===== config.mk =====
export PLATFORM = sky130hd
export DESIGN_NAME = j1_io_fabric
export DESIGN_NICKNAME = d
export VERILOG_FILES = /design/src/rtl/io_fabric_pkg.sv /design/src/rtl/io_page_decoder.sv /design/src/rtl/j1_io_fabric.sv
export SDC_FILE = /design/constraint.sdc
export NUM_CORES = 1
export LEC_CHECK = 0
export ABC_AREA = 1
export BUFFER_PORTS_ARGS = -buffer_cell sky130_fd_sc_hd__buf_2
export CORE_ASPECT_RATIO = 0.9
export CORE_MARGIN = 2
export CORE_UTILIZATION = 47
export CTS_BUF_LIST = sky130_fd_sc_hd__clkbuf_4
export DETAILED_ROUTE_END_ITERATION = 8
export GPL_TIMING_DRIVEN = 0
export PLACE_DENSITY_LB_ADDON = 0.15
export SYNTH_ARGS = -nofsm -noshare
export SYNTH_HDL_FRONTEND = slang
export SYNTH_SLANG_ARGS = --single-unit

===== constraint.sdc =====
create_clock -name sys_clk_i -period 3.1 [get_ports sys_clk_i]
set_clock_uncertainty 0.1 [all_clocks]
set_input_delay 0.155 -clock sys_clk_i [delete_from_list [all_inputs] [get_ports sys_clk_i]]
set_output_delay 0.155 -clock sys_clk_i [all_outputs]
set_load 0.01 [all_outputs]

===== src/rtl/io_fabric_pkg.sv =====
// Shared types and constants for the J1 I/O fabric: FSM state encoding,
// default read value, reserved status page and the default slave page table.
package io_fabric_pkg;

  typedef enum logic [1:0] {
    ST_IDLE   = 2'd0,
    ST_ACCESS = 2'd1,
    ST_ERR    = 2'd2,
    ST_DONE   = 2'd3
  } state_e;

  localparam logic [15:0] DEFAULT_RDATA_C = 16'h0666;
  localparam logic [7:0]  STATUS_PAGE     = 8'hFF;

  // Slot 0 sits in the low byte: slot0=0x67, slot1=0x68, slot2=0x69, slot3=0x70
  localparam logic [31:0] DEFAULT_PAGES_C = {8'h70, 8'h69, 8'h68, 8'h67};

endpackage


===== src/rtl/io_page_decoder.sv =====
// Combinational page matcher: compares a page against every slot of the
// flattened page table; on duplicate pages the lowest slot index wins.
module io_page_decoder #(
  parameter int                            NUM_SLAVES  = 4,
  parameter int                            PAGE_W      = 8,
  parameter logic [NUM_SLAVES*PAGE_W-1:0]  SLAVE_PAGES = '0
) (
  input  logic [PAGE_W-1:0] page_i,
  output logic              hit_o,
  output logic [3:0]        idx_o
);

  // Scanning from the top down lets the lowest matching slot overwrite the rest
  always_comb begin
    hit_o = 1'b0;
    idx_o = 4'd0;
    for (int i = NUM_SLAVES - 1; i >= 0; i--) begin
      if (SLAVE_PAGES[i*PAGE_W +: PAGE_W] == page_i) begin
        hit_o = 1'b1;
        idx_o = 4'(i);
      end
    end
  end

endmodule


===== src/rtl/j1_io_fabric.sv =====
// J1 I/O interconnect: page decode, one-hot select, ack/timeout sequencing and
// registered read return. Define IO_FABRIC_ERRLOG_EN for the 0xFF status page.
module j1_io_fabric
  import io_fabric_pkg::*;
#(
  parameter int                           NUM_SLAVES    = 4,
  parameter int                           DATA_W        = 16,
  parameter int                           ADDR_W        = 16,
  parameter int                           PAGE_W        = 8,
  parameter logic [NUM_SLAVES*PAGE_W-1:0] SLAVE_PAGES   = (NUM_SLAVES*PAGE_W)'(DEFAULT_PAGES_C),
  parameter int                           TIMEOUT       = 15,
  parameter logic [DATA_W-1:0]            DEFAULT_RDATA = DATA_W'(DEFAULT_RDATA_C)
) (
  input  logic                         sys_clk_i,
  input  logic                         sys_rst_i,
  input  logic                         io_rd,
  input  logic                         io_wr,
  input  logic [ADDR_W-1:0]            io_addr,
  input  logic [DATA_W-1:0]            io_dout,
  output logic [DATA_W-1:0]            io_din,
  output logic                         io_wait,
  output logic                         io_err,
  output logic [NUM_SLAVES-1:0]        per_cs,
  output logic                         per_rd,
  output logic                         per_wr,
  output logic [ADDR_W-PAGE_W-1:0]     per_addr,
  output logic [DATA_W-1:0]            per_wdata,
  input  logic [NUM_SLAVES*DATA_W-1:0] per_rdata,
  input  logic [NUM_SLAVES-1:0]        per_ack
);

  localparam int          OFS_W   = ADDR_W - PAGE_W;
  localparam logic [7:0]  TO_LAST = 8'(TIMEOUT - 1);

  state_e                  state_q;
  logic [7:0]              cnt_q;
  logic [NUM_SLAVES-1:0]   per_cs_q;
  logic                    per_rd_q;
  logic                    per_wr_q;
  logic [OFS_W-1:0]        per_addr_q;
  logic [DATA_W-1:0]       per_wdata_q;
  logic [DATA_W-1:0]       io_din_q;
  logic                    io_wait_q;
  logic                    io_err_q;

  logic [PAGE_W-1:0]       page;
  logic                    decHit;
  logic [3:0]              decIdx;
  logic [NUM_SLAVES-1:0]   csOneHot;
  logic                    ackSel;
  logic [DATA_W-1:0]       rdataSel;
  logic                    statusHit;
  logic [DATA_W-1:0]       statusWord;

  assign page = io_addr[ADDR_W-1 -: PAGE_W];

  io_page_decoder #(
    .NUM_SLAVES  (NUM_SLAVES),
    .PAGE_W      (PAGE_W),
    .SLAVE_PAGES (SLAVE_PAGES)
  ) u_decoder (
    .page_i (page),
    .hit_o  (decHit),
    .idx_o  (decIdx)
  );

  // The held one-hot select doubles as the slot pointer for ack and read-data muxing
  always_comb begin
    csOneHot = '0;
    rdataSel = '0;
    for (int i = 0; i < NUM_SLAVES; i++) begin
      csOneHot[i] = (decIdx == 4'(i));
      if (per_cs_q[i]) rdataSel = per_rdata[i*DATA_W +: DATA_W];
    end
  end

  assign ackSel = |(per_ack & per_cs_q);

`ifdef IO_FABRIC_ERRLOG_EN
  logic [7:0] errCount_q;
  logic [3:0] lastSlot_q;
  logic       lastTo_q;
  logic       lastUnm_q;
  logic       logUnm;
  logic       logTo;
  logic       logClr;
  logic [3:0] csIdx;

  assign statusHit  = (page == PAGE_W'(STATUS_PAGE));
  assign statusWord = DATA_W'({errCount_q, lastSlot_q, 2'b00, lastTo_q, lastUnm_q});
  assign logClr     = (state_q == ST_IDLE) && io_wr && statusHit;
  assign logUnm     = (state_q == ST_IDLE) && (io_rd || io_wr) && !statusHit && !decHit;
  assign logTo      = (state_q == ST_ACCESS) && !ackSel && (cnt_q == TO_LAST);

  always_comb begin
    csIdx = 4'd0;
    for (int i = 0; i < NUM_SLAVES; i++) begin
      if (per_cs_q[i]) csIdx = 4'(i);
    end
  end

  always_ff @(posedge sys_clk_i) begin
    if (sys_rst_i || logClr) begin
      errCount_q <= 8'd0;
      lastSlot_q <= 4'd0;
      lastTo_q   <= 1'b0;
      lastUnm_q  <= 1'b0;
    end else if (logUnm || logTo) begin
      if (errCount_q != 8'hFF) errCount_q <= errCount_q + 8'd1;
      lastSlot_q <= logTo ? csIdx : 4'd0;
      lastTo_q   <= logTo;
      lastUnm_q  <= logUnm;
    end
  end
`else
  assign statusHit  = 1'b0;
  assign statusWord = DEFAULT_RDATA;
`endif

  always_ff @(posedge sys_clk_i) begin
    if (sys_rst_i) begin
      state_q     <= ST_IDLE;
      cnt_q       <= 8'd0;
      per_cs_q    <= '0;
      per_rd_q    <= 1'b0;
      per_wr_q    <= 1'b0;
      per_addr_q  <= '0;
      per_wdata_q <= '0;
      io_din_q    <= DEFAULT_RDATA;
      io_wait_q   <= 1'b0;
      io_err_q    <= 1'b0;
    end else begin
      io_err_q <= 1'b0;
      case (state_q)
        ST_IDLE: begin
          if (io_rd || io_wr) begin
            // Status register completes in one cycle and never reaches a slave
            if (statusHit) begin
              if (!io_wr) io_din_q <= statusWord;
              state_q <= ST_DONE;
            end else if (decHit) begin
              per_cs_q   <= csOneHot;
              per_rd_q   <= io_rd && !io_wr;
              per_wr_q   <= io_wr;
              per_addr_q <= io_addr[OFS_W-1:0];
              if (io_wr) per_wdata_q <= io_dout;
              io_wait_q  <= 1'b1;
              cnt_q      <= 8'd0;
              state_q    <= ST_ACCESS;
            end else begin
              io_wait_q <= 1'b1;
              io_err_q  <= 1'b1;
              if (!io_wr) io_din_q <= DEFAULT_RDATA;
              state_q   <= ST_ERR;
            end
          end
        end
        ST_ACCESS: begin
          if (ackSel) begin
            if (per_rd_q) io_din_q <= rdataSel;
            per_cs_q  <= '0;
            per_rd_q  <= 1'b0;
            per_wr_q  <= 1'b0;
            io_wait_q <= 1'b0;
            state_q   <= ST_DONE;
          end else if (cnt_q == TO_LAST) begin
            if (per_rd_q) io_din_q <= DEFAULT_RDATA;
            per_cs_q <= '0;
            per_rd_q <= 1'b0;
            per_wr_q <= 1'b0;
            io_err_q <= 1'b1;
            state_q  <= ST_ERR;
          end else begin
            cnt_q <= cnt_q + 8'd1;
          end
        end
        ST_ERR: begin
          io_wait_q <= 1'b0;
          state_q   <= ST_DONE;
        end
        default: begin
          state_q <= ST_IDLE;
        end
      endcase
    end
  end

  assign io_din    = io_din_q;
  assign io_wait   = io_wait_q;
  assign io_err    = io_err_q;
  assign per_cs    = per_cs_q;
  assign per_rd    = per_rd_q;
  assign per_wr    = per_wr_q;
  assign per_addr  = per_addr_q;
  assign per_wdata = per_wdata_q;

endmodule


== Word level (Yosys, flattened, before mapping) ==
Index checks and enable logic that the tools add are counted.
Storage, ports and cells
  bits in registers: 58
  bits in latches: 0
  bits in writable memories: 0
  ROM bits: 0
  input bits: 104
  output and inout port bits: 48
  word-level logic and storage cells: 98
  memories: 0
Cells by class
  add/sub/neg operators: 1
  multiply operators: 0
  div/mod/pow operators: 0
  $lt $le $gt $ge: 0
  equality and inequality tests: 20
  shifts and indexed selects: 0
  muxes and demuxes: 51
  bitwise logic cells: 1
  reductions and logical operators: 15
Operators by type and width (number)
  16-bit two-way mux: 11
  7-bit by 8-bit == test with 1-bit output, first input constant: 4
  8-bit two-way mux: 4
  16-bit case mux with 2 select lines: 1
  1-bit two-way mux: 16
  2-bit two-way mux: 8
  4-bit two-way mux: 4
  8-bit case mux with 2 select lines: 1
  2-bit inequality test, second input constant: 7
  3-bit inequality test, second input constant: 3
  8-bit by 1-bit adder with 8-bit output, second input constant: 1
  4-bit by 2-bit == test with 1-bit output, second input constant: 2
  8-bit by 4-bit == test with 1-bit output, second input constant: 1
  4-bit case mux with 2 select lines: 1
  4-bit AND reduction: 2
  7-bit AND reduction: 1
  1-bit case mux with 2 select lines: 3
  2-bit case mux with 3 select lines: 1
  3-bit AND reduction: 2
  5-bit AND reduction: 1
  4-bit AND: 1
  4-bit by 1-bit == test with 1-bit output, second input constant: 1
  4-bit zero test: 1
  4-bit OR reduction: 1
  other kinds (10): 10

== Logic depth before layout (Yosys ltp) ==
  depth in word-level cells: 9
  depth in mapped cells: 13
  depth with buffers taken out: 12

== By module ==
A second synthesis with hierarchy kept.
Unflattened totals
  cells, all modules: 525
  area total of the unflattened synthesis: 3325.7 µm²
By module, submodules not included
  j1_io_fabric: times used 1, cells an instance 488, area an instance 3175.5 µm², seq. area each 1161.1 µm²
  io_page_decoder: times used 1, cells an instance 37, area an instance 150.1 µm², seq. area each 0.0 µm²

== Worst setup path before layout ==
No wires, ideal clock.
  kind: reg2reg
  start point: register state_q[0]
  end point: register io_din_q[0] (netlist: io_din[0])
  library setup time: 0.110 ns
  arrival: 1.552 ns
  setup slack: 1.338 ns
  cell stages (with the launch flop): 12
  path buffers: 1
  cell sequence: dfxtp_1 -> inv_1 -> ha_1 -> inv_2 -> nor2_2 -> inv_1 -> nand2_4 -> nor2_8 -> buf_2 -> nand4_1 -> nand2_1 -> nor2_1
On the way
  longest elaborated chain between the ends: 3
  elaborated cells between the ends (all ways): 11
Ends and longest elaborated chain
  from (decl): line j1_io_fabric.sv:35  | state_e state_q;
  from (signal assigned): line j1_io_fabric.sv:122  | state_q <= ST_IDLE;
  from (signal assigned): line j1_io_fabric.sv:140  | state_q <= ST_DONE;
  from (signal assigned): line j1_io_fabric.sv:149  | state_q <= ST_ACCESS;
  2-bit by 1-bit == test with 1-bit output or 2-bit zero test (tied branches): line j1_io_fabric.sv:134  | case (state_q)
  3-bit inequality test (no line), or another cell as far along
  7-bit AND reduction (no line)
  to (signal assigned): line j1_io_fabric.sv:139  | if (!io_wr) io_din_q <= statusWord;
  to (signal assigned): line j1_io_fabric.sv:160  | if (per_rd_q) io_din_q <= rdataSel;
  to (decl): line j1_io_fabric.sv:42  | logic [DATA_W-1:0] io_din_q;
Several ways; a longest one is shown, not always the timed one.
A chain may end at the register's enable or synchronous reset.

== Final worst setup path ==
Ends and elaborated chain as after synthesis.

==> out/qor.csv <==
metric;value;unit
worstSetupEndpointType;register;
grt.met1_usage;0.2998;
synth_cell_types;33;
yosysWarnings;0;
p_leak;2.393;nW
yosys_register_bits;58;
rows;29;
antenna_found_initial;0;
finalCriticalPeriod;2.026;ns
dp_hpwl;8.077;mm
postCtsSetupBuffers;0;
hp-class;in2reg;
cts_root_buffer;clkbuf_4;
synth_top_area_share;0.3306;
die_h;86.01;um
arrival;2.22;ns
yosys-top-cells-count;nand2_1, inv_1, dfxtp_1;
wl;10.87;mm
seq_area_frac_synth;0.3306;
io_pins;152;
vias_per_cell;5.069;
synth_area_leaders;dfxtp_1, nand2_1, inv_1, a21oi_1, nor2_1;
setup_viol;0;
synth-edff-count;0;
initial_utilization;0.4913;
n_fill_cell;665;
port-buffer-count;150;
postSynthCellCount;538;
numCtsBuffers;9;
rsz0062_at_grt;false;
place_congestion;0.8501;
fp.dieArea;8181;um2
first_global_vias;3811;
clk_path_buf_depth;2;
via_count;4162;
die_w;95.12;um
cts_resized;0;
drc;0;
grt_max_degree;11;
peakVddDrop;376.8;uV
drive_gt1_frac;0.2940;
clock_latency;0.40;ns
drtPass1Iterations;5;
synthFlopType;dfxtp_1;
area_growth;36.09;%
htreeDepth;3;
drtIter0Drc;202;
timing.final.crit_share;0.6535;
async_reset_ff_frac;0;
synth_area;3512;um2
avgSynthCellArea;6.528;um2
fmax;493.7;MHz
outcome;complete, no violations;
fin_setup_tns;0;ns
grt-ovfl-total;0;
met2_usage;0.4706;
startpoint_type;register;
ctsHoldBuffers;25;
grtUsageMet3;0.07381;
max-slew-margin-rel;0.6629;
critPathKind;reg2reg;
tritoncts;done;
synth_area_leader_cell;dfxtp_1;
dpl-instance-area;4379;um2
grt_usage;0.2623;
post_drt_wl_per_cell;13.24;um
tightest_slew;0.5057;ns
hold_violations;0;
core;7148;um2
power_density;777.7;nW/um2
post-synth-top-count-cell;nand2_1;
worstPathRequired;3.29;ns
critPathMaxFanout;10;
drv_slew;0;
clkSlewWorstSetupHoldPaths;0.11;ns
nNetsFinal;834;
numClockSinks;58;
syn-num-nets;648;
grt_pass1_wl;17.12;mm
ant_nets;0;
top_usage_layer;met2;
cap_violations;0;
n_antenna_cell;0;
fin_area;4780;um2
## cell type report
| type | instances | area, um2 | share of cell area |
|---|---|---|---|
| multi-input cells | 375 | 1908 | 0.3992 |
| clock buffers | 9 | 67.56 | 0.01414 |
| flip-flops and latches | 58 | 1161 | 0.2429 |
| clock inverters | 6 | 82.58 | 0.01728 |
| inverters | 78 | 292.8 | 0.06126 |
| plain buffers | 27 | 150.1 | 0.03141 |
| well taps | 93 | 116.4 | 0.02435 |
| repair buffers | 175 | 1001 | 0.2094 |
## final timing paths
check / startpoint / end / slack (ns) / cells past startpoint
setup / recovery: state_q[0]$_SDFFE_PP0P_ / io_din[0]$_SDFFE_PP0P_ / 1.07 / 11
hold / removal: sys_rst_i / io_err$_SDFF_PP0_ / 0.04 / 2
setup reg to reg: state_q[0]$_SDFFE_PP0P_ / io_din[0]$_SDFFE_PP0P_ / 1.07 / 11
hold reg to reg: per_wdata[10]$_SDFFE_PP0P_ / per_wdata[10]$_SDFFE_PP0P_ / 0.35 / 2
## sequential cells by signal (all words and copies together) (netlist names)
register	flops
io_wait	1
state_q	2
per_wr	1
per_rd	1
per_addr	8
cnt_q	8
io_din	16
per_cs	4
io_err	1
per_wdata	16
## placed cells by master, fill, tap and decap left out, types with 3 or more instances in the layout
cell type        n
nor2_1          51
buf_2          161
ha_1             6
a21oi_1         52
dlygate4sd3_1   25
nand3_2          4
o21ai_0         33
o211ai_1         9
clkbuf_4         9
clkbuf_1         9
nand2_4          3
inv_1           75
nand2_1        128
nand3_1         29
buf_6            3
a21o_1           6
nand4_1         25
nor2_2           3
nand2_2          3
clkinv_1         3
dfxtp_1         58
buf_4            3
or2_2           10
## per-stage QoR
stage	worst slack (ns)	instances	utilization	total power [W]	hold WS, ns
2_1_floorplan	1.338	538	-	0.002536	0.1997
3_3_place_gp	1.159	781	0.6126	0.003038	0.3289
3_5_place_dp	1.122	781	0.6126	0.003094	0.3336
4_1_cts	1.085	821	0.6687	0.003726	0.01051
5_1_grt	0.9279	821	0.6687	0.004056	0.03483
6_report	1.074	821	0.6687	0.003717	0.03737
## worst max-delay path: stages (launching register included)
cell	delay [ns]
dfxtp_1	0.40
inv_1	0.09
ha_1	0.28
inv_2	0.13
nor2_2	0.07
inv_1	0.13
nand2_4	0.11
nor2_8	0.15
buf_2	0.22
nand4_1	0.11
nand2_1	0.09
nor2_1	0.04
## where the power goes
group / switching (W) / internal (W)
clock: 0.000287 / 0.000317
sequential: 0.0000964 / 0.000899
combinational: 0.00131 / 0.000802
## layer usage
layer / up-vias / share of wire / routed length (um)
li1: 2109 / - / -
met1: 1867 / 0.41 / 4416
met2: 166 / 0.50 / 5403
met3: 20 / 0.080 / 867
met4: 0 / 0.017 / 185
met5: - / 0 / 0
## logic make-up (layout without fill, tap and decap cells)
group | after synthesis | count (layout) | synth area share
DFF | 58 | 58 | 0.3306
adders and majority gates | 6 | 6 | 0.02137
buffers and inverters | 105 | 295 | 0.1261
and+or+nand+nor | 262 | 262 | 0.3509
AOI/OAI and AO/OA | 106 | 106 | 0.1685
xor gates and xnor gates | 1 | 1 | 0.002494
Power figures use the tool's default switching activity.
